## config.mk

```make
export PLATFORM = sky130hd
export DESIGN_NAME = sc_time_bcd_reader
export DESIGN_NICKNAME = d
export VERILOG_FILES = /design/src/rtl/sc_time_bcd_reader_pkg.sv /design/src/rtl/sc_bcd_add3.sv /design/src/rtl/sc_time_bcd_reader.sv
export SDC_FILE = /design/constraint.sdc
export NUM_CORES = 1
export LEC_CHECK = 0
export CORE_MARGIN = 3
export CORE_UTILIZATION = 50
export DETAILED_ROUTE_END_ITERATION = 8
export GPL_TIMING_DRIVEN = 0
export HOLD_SLACK_MARGIN = 0.03
export PLACE_DENSITY = 0.72
export SKIP_LAST_GASP = 1
export SYNTH_ARGS = -nofsm -noshare
export SYNTH_HDL_FRONTEND = slang
export SYNTH_SLANG_ARGS = --single-unit
```

## constraint.sdc

```tcl
create_clock -name SC_TimeBCD_CLOCK_50 -period 4.7 [get_ports SC_TimeBCD_CLOCK_50]
set_clock_uncertainty 0.1 [all_clocks]
set_input_delay 1.175 -clock SC_TimeBCD_CLOCK_50 [delete_from_list [all_inputs] [get_ports SC_TimeBCD_CLOCK_50]]
set_output_delay 1.175 -clock SC_TimeBCD_CLOCK_50 [all_outputs]
set_load 0.01 [all_outputs]
```

## src/rtl/sc_time_bcd_reader_pkg.sv

```systemverilog
// sc_time_pkg: shared types and constants for the time-count BCD reader.
//   timeBcdState_t  : conversion FSM states (IDLE, SHIFT)
//   BCD_DIGIT_W     : width of one packed BCD digit
//   ADD3_THRESHOLD  : digit value at or above which double-dabble adds 3
//   cntWidth()      : bits needed for a shift counter that holds 0..dataWidth
package sc_time_pkg;

  typedef enum logic [0:0] {
    IDLE  = 1'b0,
    SHIFT = 1'b1
  } timeBcdState_t;

  localparam int unsigned BCD_DIGIT_W    = 4;
  localparam logic [3:0]  ADD3_THRESHOLD = 4'd5;

  function automatic int unsigned cntWidth(input int unsigned dataWidth);
    return $clog2(dataWidth + 1);
  endfunction

endpackage

```

## src/rtl/sc_bcd_add3.sv

```systemverilog
// sc_bcd_add3: combinational double-dabble digit corrector.
//   digit     : 4-bit BCD scratch digit
//   corrected : digit + 3 when digit >= 5, otherwise digit unchanged
module sc_bcd_add3
  import sc_time_pkg::*;
(
  input  logic [3:0] digit,
  output logic [3:0] corrected
);

  always_comb begin
    corrected = digit;
    if (digit >= ADD3_THRESHOLD) begin
      corrected = digit + 4'd3;
    end
  end

endmodule

```

## src/rtl/sc_time_bcd_reader.sv

```systemverilog
// sc_time_bcd_reader: samples the binary time bus on START and converts it to
// packed BCD with a sequential shift-and-add-3 engine, one bit per clock.
//   SC_TimeBCD_CLOCK_50      : system clock, rising edge
//   SC_TimeBCD_RESET_InLow   : asynchronous active-low reset
//   SC_TimeBCD_START_InHigh  : sample SC_TimeBCD_data_InBUS this cycle
//   SC_TimeBCD_data_InBUS    : binary time value
//   SC_TimeBCD_bcd_OutBUS    : packed BCD result, units digit in [3:0]
//   SC_TimeBCD_BUSY_OutHigh  : conversion running or a request pending
//   SC_TimeBCD_DONE_OutHigh  : one-cycle pulse when the bcd bus updates
//   SC_TimeBCD_blank_OutBUS  : leading-zero blanking mask (only with
//                              SC_TIMEBCD_BLANK_EN defined)
module sc_time_bcd_reader
  import sc_time_pkg::*;
#(
  parameter int unsigned TimeBCD_DATAWIDTH = 8,
  parameter int unsigned TimeBCD_DIGITS    = 3
) (
  input  logic                                  SC_TimeBCD_CLOCK_50,
  input  logic                                  SC_TimeBCD_RESET_InLow,
  input  logic                                  SC_TimeBCD_START_InHigh,
  input  logic [TimeBCD_DATAWIDTH-1:0]          SC_TimeBCD_data_InBUS,
  output logic [BCD_DIGIT_W*TimeBCD_DIGITS-1:0] SC_TimeBCD_bcd_OutBUS,
  output logic                                  SC_TimeBCD_BUSY_OutHigh,
  output logic                                  SC_TimeBCD_DONE_OutHigh
`ifdef SC_TIMEBCD_BLANK_EN
  ,
  output logic [TimeBCD_DIGITS-1:0]             SC_TimeBCD_blank_OutBUS
`endif
);

  localparam int unsigned SCR_W = BCD_DIGIT_W * TimeBCD_DIGITS;
  localparam int unsigned CNT_W = cntWidth(TimeBCD_DATAWIDTH);
  localparam logic [CNT_W-1:0] CNT_LOAD = CNT_W'(TimeBCD_DATAWIDTH);
  localparam logic [CNT_W-1:0] CNT_ONE  = CNT_W'(1);

  timeBcdState_t                state, stateNext;
  logic [CNT_W-1:0]             cnt, cntNext;
  logic [TimeBCD_DATAWIDTH-1:0] binReg, binNext, binShift;
  logic [SCR_W-1:0]             scratch, scratchNext, scratchAdj, scratchShift;
  logic                         pendFlag, pendFlagNext;
  logic [TimeBCD_DATAWIDTH-1:0] pendData, pendDataNext;
  logic [SCR_W-1:0]             bcdNext;
  logic                         busyNext, doneNext;

  for (genvar g = 0; g < TimeBCD_DIGITS; g++) begin : genAdd3
    sc_bcd_add3 uAdd3 (
      .digit     (scratch[g*BCD_DIGIT_W +: BCD_DIGIT_W]),
      .corrected (scratchAdj[g*BCD_DIGIT_W +: BCD_DIGIT_W])
    );
  end

  assign scratchShift = {scratchAdj[SCR_W-2:0], binReg[TimeBCD_DATAWIDTH-1]};
  assign binShift     = {binReg[TimeBCD_DATAWIDTH-2:0], 1'b0};

`ifdef SC_TIMEBCD_BLANK_EN
  localparam logic [TimeBCD_DIGITS-1:0] BLANK_RST = {{(TimeBCD_DIGITS-1){1'b1}}, 1'b0};
  logic [TimeBCD_DIGITS-1:0] blankCalc, blankNext;
  logic                      allZero;

  // Walk from the most significant digit down; a digit blanks only while
  // every digit above it is also zero. The units digit is always shown.
  always_comb begin
    blankCalc = '0;
    allZero   = 1'b1;
    for (int unsigned k = 0; k < TimeBCD_DIGITS; k++) begin
      allZero = allZero &&
                (scratchShift[(TimeBCD_DIGITS-1-k)*BCD_DIGIT_W +: BCD_DIGIT_W] == 4'd0);
      blankCalc[TimeBCD_DIGITS-1-k] = allZero && (k != TimeBCD_DIGITS-1);
    end
  end
`endif

  always_comb begin
    stateNext    = state;
    cntNext      = cnt;
    binNext      = binReg;
    scratchNext  = scratch;
    pendFlagNext = pendFlag;
    pendDataNext = pendData;
    bcdNext      = SC_TimeBCD_bcd_OutBUS;
    doneNext     = 1'b0;
`ifdef SC_TIMEBCD_BLANK_EN
    blankNext    = SC_TimeBCD_blank_OutBUS;
`endif
    case (state)
      IDLE: begin
        if (SC_TimeBCD_START_InHigh) begin
          binNext     = SC_TimeBCD_data_InBUS;
          scratchNext = '0;
          cntNext     = CNT_LOAD;
          stateNext   = SHIFT;
        end
      end
      SHIFT: begin
        binNext     = binShift;
        scratchNext = scratchShift;
        cntNext     = cnt - CNT_ONE;
        if (cnt == CNT_ONE) begin
          bcdNext  = scratchShift;
          doneNext = 1'b1;
`ifdef SC_TIMEBCD_BLANK_EN
          blankNext = blankCalc;
`endif
          // Pending request starts now; a START on this same edge then
          // becomes the new pending entry so it is not lost.
          if (pendFlag) begin
            binNext     = pendData;
            scratchNext = '0;
            cntNext     = CNT_LOAD;
            if (SC_TimeBCD_START_InHigh) begin
              pendDataNext = SC_TimeBCD_data_InBUS;
            end else begin
              pendFlagNext = 1'b0;
            end
          end else if (SC_TimeBCD_START_InHigh) begin
            binNext     = SC_TimeBCD_data_InBUS;
            scratchNext = '0;
            cntNext     = CNT_LOAD;
          end else begin
            stateNext = IDLE;
          end
        end else if (SC_TimeBCD_START_InHigh) begin
          pendDataNext = SC_TimeBCD_data_InBUS;
          pendFlagNext = 1'b1;
        end
      end
      default: stateNext = IDLE;
    endcase
    busyNext = (stateNext == SHIFT) || pendFlagNext;
  end

  always_ff @(posedge SC_TimeBCD_CLOCK_50 or negedge SC_TimeBCD_RESET_InLow) begin
    if (!SC_TimeBCD_RESET_InLow) begin
      state                   <= IDLE;
      cnt                     <= '0;
      binReg                  <= '0;
      scratch                 <= '0;
      pendFlag                <= 1'b0;
      pendData                <= '0;
      SC_TimeBCD_bcd_OutBUS   <= '0;
      SC_TimeBCD_BUSY_OutHigh <= 1'b0;
      SC_TimeBCD_DONE_OutHigh <= 1'b0;
`ifdef SC_TIMEBCD_BLANK_EN
      SC_TimeBCD_blank_OutBUS <= BLANK_RST;
`endif
    end else begin
      state                   <= stateNext;
      cnt                     <= cntNext;
      binReg                  <= binNext;
      scratch                 <= scratchNext;
      pendFlag                <= pendFlagNext;
      pendData                <= pendDataNext;
      SC_TimeBCD_bcd_OutBUS   <= bcdNext;
      SC_TimeBCD_BUSY_OutHigh <= busyNext;
      SC_TimeBCD_DONE_OutHigh <= doneNext;
`ifdef SC_TIMEBCD_BLANK_EN
      SC_TimeBCD_blank_OutBUS <= blankNext;
`endif
    end
  end

endmodule

```

* Yosys cells after proc, flatten, opt, wreduce, memory -nomap -nowiden *
Index checks and enable logic that the tools add are counted.

storage, ports and cells
  register bits = 48
  output and inout port bits = 14
  logic and storage cells = 54

operators by class
  equality and inequality tests = 3
  reduce and logical (&&, ||, !) cells = 3
  magnitude comparators = 3
  multiplexer cells = 31
  $add $sub $neg = 4
  bitwise logic cells = 1

operators with widths
  operator                                              count
  two-way mux 8 bit                                     7
  two-way mux 12 bit                                    4
  two-way mux 4 bit                                     6
  one-hot mux 12 bit (2 select lines)                   1
  one-hot mux 8 bit (2 select lines)                    1
  >= comparator 4 x 3 -> 1 bit (second input constant)  3
  two-way mux 1 bit                                     9
  adder 4 x 2 -> 4 bit (second input constant)          2
  one-hot mux 4 bit (2 select lines)                    1
  == test 4 x 1 -> 1 bit (second input constant)        1
  != test 2 bit (second input constant)                 2
  AND reduction 2 bit                                   2
  subtractor 4 x 1 -> 4 bit (second input constant)     1
  adder 3 x 2 -> 3 bit (second input constant)          1
  two-way mux 3 bit                                     1
  one-hot mux 1 bit (2 select lines)                    1
  logical OR 1 bit                                      1
  inverter 1 bit                                        1

* Logic depth before layout (Yosys ltp) *
Gate-level depths: netlist of run 1.

  depth in word-level cells = 6
  gate-level depth with buffers = 7
  gate-level depth less buffers = 6

* By module *
A second synthesis of run 1 with hierarchy kept.

unflattened totals
  cell total of the unflattened synthesis = 185
  area, all modules = 2326.0 um2

modules (own cells, without submodules)
  module              area an instance (um2)  cells an instance  instances  seq. area each (um2)
  sc_time_bcd_reader  2021.9                  137                1          1201.2
  sc_bcd_add3         101.3                   16                 3          0.0

* Worst setup path after synthesis of run 1 *
No wires, ideal clock.

  path type = input port to flip-flop
  from = input port SC_TimeBCD_START_InHigh
  to = register binReg[1]
  cell stages on the path = 4
  setup time = 127 ps
  data arrival time = 2159 ps
  setup slack = 2314 ps
  cells stage by stage = clkbuf_1 > nor2_1 > a22o_1 > a221o_2

on the way
  word-level cells in the longest chain between the ends = 4
  elaborated cells between the ends (all ways) = 5
  classes of those cells = eq/ne (1); mux (4)

ends and longest elaborated chain
  item                                RTL line                   text
  start: declaration                  sc_time_bcd_reader.sv:20   input logic SC_TimeBCD_START_InHigh,
  two-way mux 8 bit                   sc_time_bcd_reader.sv:115  end else if (SC_TimeBCD_START_InHigh) begin
  two-way mux 8 bit                   sc_time_bcd_reader.sv:106  if (pendFlag) begin
  two-way mux 8 bit                   sc_time_bcd_reader.sv:98   if (cnt == CNT_ONE) begin
  one-hot mux 8 bit (2 select lines)  sc_time_bcd_reader.sv:85   case (state)
  end signal: assignment              sc_time_bcd_reader.sv:149  binReg <= binNext;
  end: declaration                    sc_time_bcd_reader.sv:38   logic [TimeBCD_DATAWIDTH-1:0] binReg, binNext, binShift;

Several ways; a longest one is shown, not always the timed one.
A chain may end at the register's enable or synchronous reset.

* Worst setup path after layout of run 1 *
  from = input port SC_TimeBCD_START_InHigh
  to = register scratch[5]

on the way
  word-level cells in the longest chain between the ends = 4
  elaborated cells between the ends (all ways) = 5
  classes of those cells = eq/ne (1); mux (4)

ends and longest elaborated chain
  item                                 RTL line                   text
  two-way mux 12 bit                   sc_time_bcd_reader.sv:115
  two-way mux 12 bit                   sc_time_bcd_reader.sv:106
  two-way mux 12 bit                   sc_time_bcd_reader.sv:98
  one-hot mux 12 bit (2 select lines)  sc_time_bcd_reader.sv:85
  end signal: assignment               sc_time_bcd_reader.sv:150  scratch <= scratchNext;
  end: declaration                     sc_time_bcd_reader.sv:39   logic [SCR_W-1:0] scratch, scratchNext, scratchAdj, scratchShift;

Several ways; a longest one is shown, not always the timed one.

==> summary.txt, run 1 <==
Outcome
  – Outcome: finished clean

STA
  – Setup-failing EPs final: 0
  – Highest clock rate: 0.3347 GHz
  – Final hold vios: 0
  – Final min period: 2.988 ns
  – RSZ-0062 raised after global routing: false
  – Final Cycle Share: 63.58%
  – Relative slew slack: 54.48%
  – Setup TNS Final: 0 ns
  – Fin. max-slew vios: 0
  – Worst Tran Pin Value: 0.6802 ns
  – Slack of the critical path: 1.712 ns

Worst setup path
  – Worst Path Required: 4.83 ns
  – R2R Path Start: cnt[1]
  – Max FO, Critical Path: 10
  – Critical Path Sink Type: flip-flop
  – CP startpoint kind: input pin
  – Reg-to-Reg End: pendData[5]
  – Worst EP arrival: 3.12 ns
  – R2R depth: 5
  – Kind of critical path: in2reg
  – Register-to-register setup slack: 2.56 ns

Clock tree
  – CTS Hold Bufs: 0
  – Worst-path clk slew: 0.09 ns
  – Root buffer cell: clkbuf_8
  – Clock sinks: 48
  – Total CTS buffers: 5
  – CTS H-Tree Depth: 2
  – CTS tree: yes
  – Maximum root-to-sink buffer count: 2
  – Post-CTS setup buffer count: 0
  – Post_cts resized: 0
  – Worst skew pair latency: 0.31 ns

Yosys
  – Post-synth cell types: 33
  – Synth top cells by count: 48 x dfrtp_1, 27 x nand2_1, 25 x o21ai_0
  – Commonest register cell after synthesis: dfrtp_1
  – Async SR Flop Fraction: 100.0%
  – Sequential share of the synthesized area: 54.18%
  – Synthesized area: 2217 sq um
  – Mapped Cells: 201
  – Synth area leaders: dfrtp_1 54%, mux2_2 6.1%, o21ai_0 5.6%, nand2_1 4.6%, ha_1 4.5%
  – Area share of the largest cell type after synthesis: 54.18%
  – Warnings, synthesis: 0
  – Syn nets: 220
  – Cell with the most instances after synthesis: dfrtp_1
  – Seq cells post-synth: 48
  – EDFF count, synth: 0
  – Area leader, netlist: dfrtp_1
  – Avg Synthesized Cell Area: 11.03 sq um

Drt
  – WL/cell: 15.07 microns
  – Drt drc: 0
  – Number of routed nets with antenna violations: 0
  – Via density per instance: 5.592
  – Routed wire length: 4281 microns
  – Via count: 1588
  – 1st-iter DRT viols: 220
  – Iteration count of the initial detailed-routing pass: 4

GRT
  – GRT Util Overall: 18.00%
  – Pin count of the biggest net entering global routing: 37
  – Initial antenna violation count: 0
  – First-pass GRT wire length: 7279 microns
  – Vias in the first global route: 1583
  – Grt ovf: 0

Final layout
  – Area Growth Syn to Fin: 18.28%
  – Ant diodes: 0
  – Fin nets: 252
  – Filler cell count: 329
  – Post-layout util: 63.29%
  – Share of layout cells above drive strength 1: 14.53%

Power
  – Sequential share of power: 45.4%
  – Net load switching power: 0.5088 mW
  – Clock share of power: 16.7%
  – Pleak: 1.145 nW
  – PwrDens: 555.8 nW/um^2
  – Final Power: 1.458 mW
  – Comb pwr share: 38.0%
  – Pint: 0.9489 mW
  – Max IR drop VDD: 0.2461 mV
  – Switching share of power: 34.90%

Worst hold path
  – Start point of the worst hold path: SC_TimeBCD_bcd_OutBUS[11]
  – Worst hold endpoint: SC_TimeBCD_bcd_OutBUS[11]
  – Hold crit path type: reg2reg
  – Hold path cells: 2

Floorplanning
  – Row count: 23
  – Ports: 25
  – Chip width: 72.59 microns
  – Initial Utilization: 53.50%
  – Die area: 5269 sq um
  – Core area: 4144 sq um
  – Die H: 72.59 microns

Placement
  – DP HPWL: 3179 microns
  – I/O Buffers: 24
  – Post-place setup slack: 1.435 ns
  – Final RePlAce weighted congestion: 0.8310

Run
  – Max-cap violation count: 0
## cells by family (layout without fill, tap and decap cells)
| kind of cell | Yosys count | in the layout | synth area share [%] |
|---|---|---|---|
| flops | 48 | 48 | 54.18 |
| xor+xnor | 4 | 4 | 1.580 |
| compound gates | 60 | 60 | 18.68 |
| fa+ha+maj | 8 | 8 | 4.515 |
| buf+inv | 19 | 52 | 3.668 |
| simple gates | 49 | 49 | 10.84 |
| mux | 13 | 13 | 6.546 |
## per-layer routing
layer / vias up / part of all wire [%] / track usage (%)
met5: - / 0 / 0
met4: 0 / 1.1 / 6.148
met3: 3 / 4.6 / 5.234
met2: 39 / 48 / 29.76
met1: 767 / 47 / 22.62
li1: 779 / - / -
## registers in the layout (all words and copies together), names as in the netlist, 4 cells and up
| register | cells |
|---|---|
| binReg | 8 |
| scratch | 12 |
| SC_TimeBCD_bcd_OutBUS | 12 |
| cnt | 4 |
| pendData | 8 |
## how the worst max path moves through the flow
stage,from,endpoint,slack [ns],cells after the start
after CTS,SC_TimeBCD_START_InHigh,scratch[5],1.75,6
after global placement,SC_TimeBCD_RESET_InLow,pendData[4],1.11,1
after floorplan,SC_TimeBCD_START_InHigh,binReg[1],2.31,4
after detailed placement,SC_TimeBCD_START_InHigh,scratch[5],1.43,6
after global routing,SC_TimeBCD_START_InHigh,scratch[2],1.53,6
final,SC_TimeBCD_START_InHigh,scratch[5],1.71,6
## layout make-up
cell class	instances	area [sq um]	share of cell area, %
sequential	48	1201	45.80
multi-input combinational	134	934.6	35.64
timing repair buffer	25	255.2	9.733
clock buffer	5	68.82	2.624
tap	50	62.56	2.385
buffer	10	47.55	1.813
inverter	9	33.78	1.288
clock inverter	3	18.77	0.7156
## critical path, stage by stage
cell and delay, ns:
clkdlybuf4s50_1 0.42, clkbuf_1 0.24, nor2_1 0.59, clkbuf_1 0.45, nand2_1 0.13, o21ai_0 0.11
## stage by stage
stage | hold slack (ns) | area, sq um | cells
2_1_floorplan | 0.3498 | 2217 | 201
3_3_place_gp | 0.3605 | 2520 | 275
3_5_place_dp | 0.3709 | 2535 | 276
4_1_cts | 0.3920 | 2623 | 284
5_1_grt | 0.4046 | 2623 | 284
6_report | 0.3845 | 2623 | 284
## power groups by stage
stage | sequential, mW | clock, mW | combinational [mW]
after floorplan | 0.665 | 0 | 0.340
after global placement | 0.655 | 0 | 0.522
after detailed placement | 0.668 | 0 | 0.558
after CTS | 0.660 | 0.253 | 0.559
after global routing | 0.679 | 0.267 | 0.626
final | 0.662 | 0.243 | 0.553
## cells in the final DEF, fill, tap and decap left out, types with 2 or more instances in the layout
master and n:
clkdlybuf4s50_1 23, nor2_1 3, nand2_1 27, a32o_1 2, nand3_1 2, a21oi_1 10
clkinv_2 2, ha_1 8, nor3_1 2, clkbuf_1 6, o22ai_1 2, inv_1 9
o21ai_0 25, dfrtp_1 48, buf_2 3, a22o_1 6, clkbuf_8 5, nor3b_1 7
mux2_2 12, a221o_2 3, o32ai_1 2, nand2b_1 5, a221o_1 4, xnor2_1 4
Note: power is estimated with default switching activity, not from simulation.
==> inputs of run 2 (changes only) <==
==> constraint.sdc (replaced) <==
create_clock -name SC_TimeBCD_CLOCK_50 -period 2.75 [get_ports SC_TimeBCD_CLOCK_50]
set_clock_uncertainty 0.1 [all_clocks]
set_input_delay 0.6875 -clock SC_TimeBCD_CLOCK_50 [delete_from_list [all_inputs] [get_ports SC_TimeBCD_CLOCK_50]]
set_output_delay 0.6875 -clock SC_TimeBCD_CLOCK_50 [all_outputs]
set_load 0.01 [all_outputs]
==> results of run 2 <==
The final DEF is identical to that of run 1. Status: finished clean.
Main changes from that run: setup slack after placement 1.435 ns -> -0.02771 ns; setup slack after layout 1.712 ns -> 0.2494 ns; hold slack 0.3845 ns -> 0.1474 ns; register-to-register setup slack 2.56 ns -> 0.61 ns; total power 1.458 mW -> 2.491 mW; worst IR drop on VDD 0.2461 mV -> 0.4205 mV
==> inputs of run 3 (changes only) <==
--- a/config.mk
+++ b/config.mk
@@ -6,11 +6,11 @@
 export NUM_CORES = 1
 export LEC_CHECK = 0
 export CORE_MARGIN = 3
-export CORE_UTILIZATION = 50
+export CORE_UTILIZATION = 52
 export DETAILED_ROUTE_END_ITERATION = 8
 export GPL_TIMING_DRIVEN = 0
 export HOLD_SLACK_MARGIN = 0.03
-export PLACE_DENSITY = 0.72
+export PLACE_DENSITY = 0.75
 export SKIP_LAST_GASP = 1
 export SYNTH_ARGS = -nofsm -noshare
 export SYNTH_HDL_FRONTEND = slang
==> run 3 against run 2 <==
Clock-buffer cell count up 1. Highest routed layer unchanged. Sequential share of layout area is 0.15 points lower. Total power fell by 0.38%.
==> summary.txt, run 3 (synthesized netlist as in run 1, its figures left out) <==
STA
  – Relative slew slack: 53.48%
  – Final hold vios: 0
  – Setup TNS Final: 0 ns
  – Final min period: 2.473 ns
  – Worst Hold Slack: 0.2141 ns
  – Highest clock rate: 0.4043 GHz
  – RSZ-0062 raised after global routing: false
  – Setup-failing EPs final: 0
  – Slack of the critical path: 0.2767 ns
  – Fin. max-slew vios: 0
  – Final Cycle Share: 89.94%
  – Worst Tran Pin Value: 0.6952 ns

Drt
  – Number of routed nets with antenna violations: 0
  – Via count: 1574
  – Routed wire length: 4113 microns
  – Via density per instance: 5.542
  – 1st-iter DRT viols: 83
  – Drt drc: 0
  – Iteration count of the initial detailed-routing pass: 4
  – WL/cell: 14.48 microns

Placement
  – Final RePlAce weighted congestion: 0.8382
  – DP HPWL: 2905 microns
  – I/O Buffers: 24
  – Post-place setup slack: -0.05368 ns

Final layout
  – Ant diodes: 0
  – Fin nets: 252
  – Largest regs: SC_TimeBCD_bcd_OutBUS (12), scratch (12)
  – Most frequent cells in the layout: 48 x dfrtp_1, 27 x nand2_1, 25 x o21ai_0, 23 x clkdlybuf4s50_1, 12 x mux2_2
  – Share of layout cells above drive strength 1: 14.53%
  – Most common cell after layout, fill and taps aside: dfrtp_1
  – Post-layout util: 64.85%
  – Area Growth Syn to Fin: 18.68%

Clock tree
  – Clock sinks: 48
  – Post-CTS setup buffer count: 0
  – Worst-path clk slew: 0.09 ns
  – CTS tree: yes
  – CTS H-Tree Depth: 2
  – Worst skew pair latency: 0.30 ns
  – Post_cts resized: 0
  – Total CTS buffers: 5
  – CTS Hold Bufs: 0
  – Root buffer cell: clkbuf_8
  – Maximum root-to-sink buffer count: 2

Floorplanning
  – Chip width: 71.30 microns
  – Row count: 23
  – Die area: 5083 sq um
  – Ports: 25
  – Core area: 4058 sq um
  – Initial Utilization: 54.64%
  – Die H: 71.30 microns

Worst setup path
  – CP Cell Sequence: clkdlybuf4s50_1 > clkbuf_1 > nor2_1 > clkbuf_1 > nand2_1 > o21ai_0
  – Critical Path Start: SC_TimeBCD_START_InHigh
  – Critical Path Sink Type: flip-flop
  – Worst Path Required: 2.87 ns
  – Max FO, Critical Path: 10
  – R2R Path Start: cnt[1]
  – Most frequent CP cell: clkbuf_1
  – Kind of critical path: in2reg
  – CP peak stage delay: 0.59 ns
  – CP startpoint kind: input pin
  – Slowest-stage cell, CP: nor2_1
  – Worst EP arrival: 2.60 ns

Worst hold path
  – Hold crit path type: in2async

Run
  – Max-cap violation count: 0

GRT
  – GRT Util Overall: 18.22%
  – Pin count of the biggest net entering global routing: 31
  – Grt ovf: 0
  – Vias in the first global route: 1562
  – First-pass GRT wire length: 7362 microns
  – Initial antenna violation count: 0

Power
  – Final Power: 2.482 mW
  – PwrDens: 943.2 nW/um^2
  – Pleak: 1.149 nW
  – Max IR drop VDD: 0.3800 mV

Outcome
  – Outcome: finished clean
[run 3: final timing paths]
| kind | cells after the start | endpoint | slack, ns |
|---|---|---|---|
| worst min register to register | 2 | SC_TimeBCD_bcd_OutBUS[1] | 0.38 |
| worst min-delay path | 1 | scratch[5] | 0.21 |
| min in group SC_TimeBCD_CLOCK_50 | 2 | SC_TimeBCD_bcd_OutBUS[1] | 0.38 |
| worst max-delay path | 6 | scratch[6] | 0.28 |
| max in group asynchronous | 2 | binReg[2] | 1.83 |
| worst max register to register | 5 | pendData[1] | 0.60 |
[run 3: area by class of cell]
cell class / instances / area, sq um
plain buffers: 10 / 47.55
clock buffers: 6 / 82.58
clock inverters: 2 / 13.76
fillers: 348 / 1426
inverters: 9 / 33.78
multi-input cells: 134 / 934.6
flip-flops and latches: 48 / 1201
well taps: 50 / 62.56
repair buffers: 25 / 255.2
[run 3: stage by stage]
step           instances  area, sq um
3_3_place_gp         275         2520
5_1_grt              284         2631
6_report             284         2631
4_1_cts              284         2631
2_1_floorplan        201         2217
3_5_place_dp         276         2535
[run 3: critical path, delay by kind of cell]
kind                   cells  cell delay (ns)
AOI/OAI and AO/OA          1             0.09
and+or+nand+nor            2             0.69
buffers and inverters      3             1.13
[run 3: metal layers]
metal  up-vias  global-route usage, %  wire length [microns]
li1        781                      -                      -
met1       760                  24.56                   1934
met2        27                  28.57                   1945
met3         6                  5.330                    190
met4         0                  5.637                     43
met5         -                      0                      0
[run 3: where the power goes]
part	internal, mW	switching [mW]	total, mW
Sequential	0.947	0.178	1.13
Clock	0.206	0.238	0.444
Combinational	0.492	0.420	0.912
Total	1.64	0.837	2.48
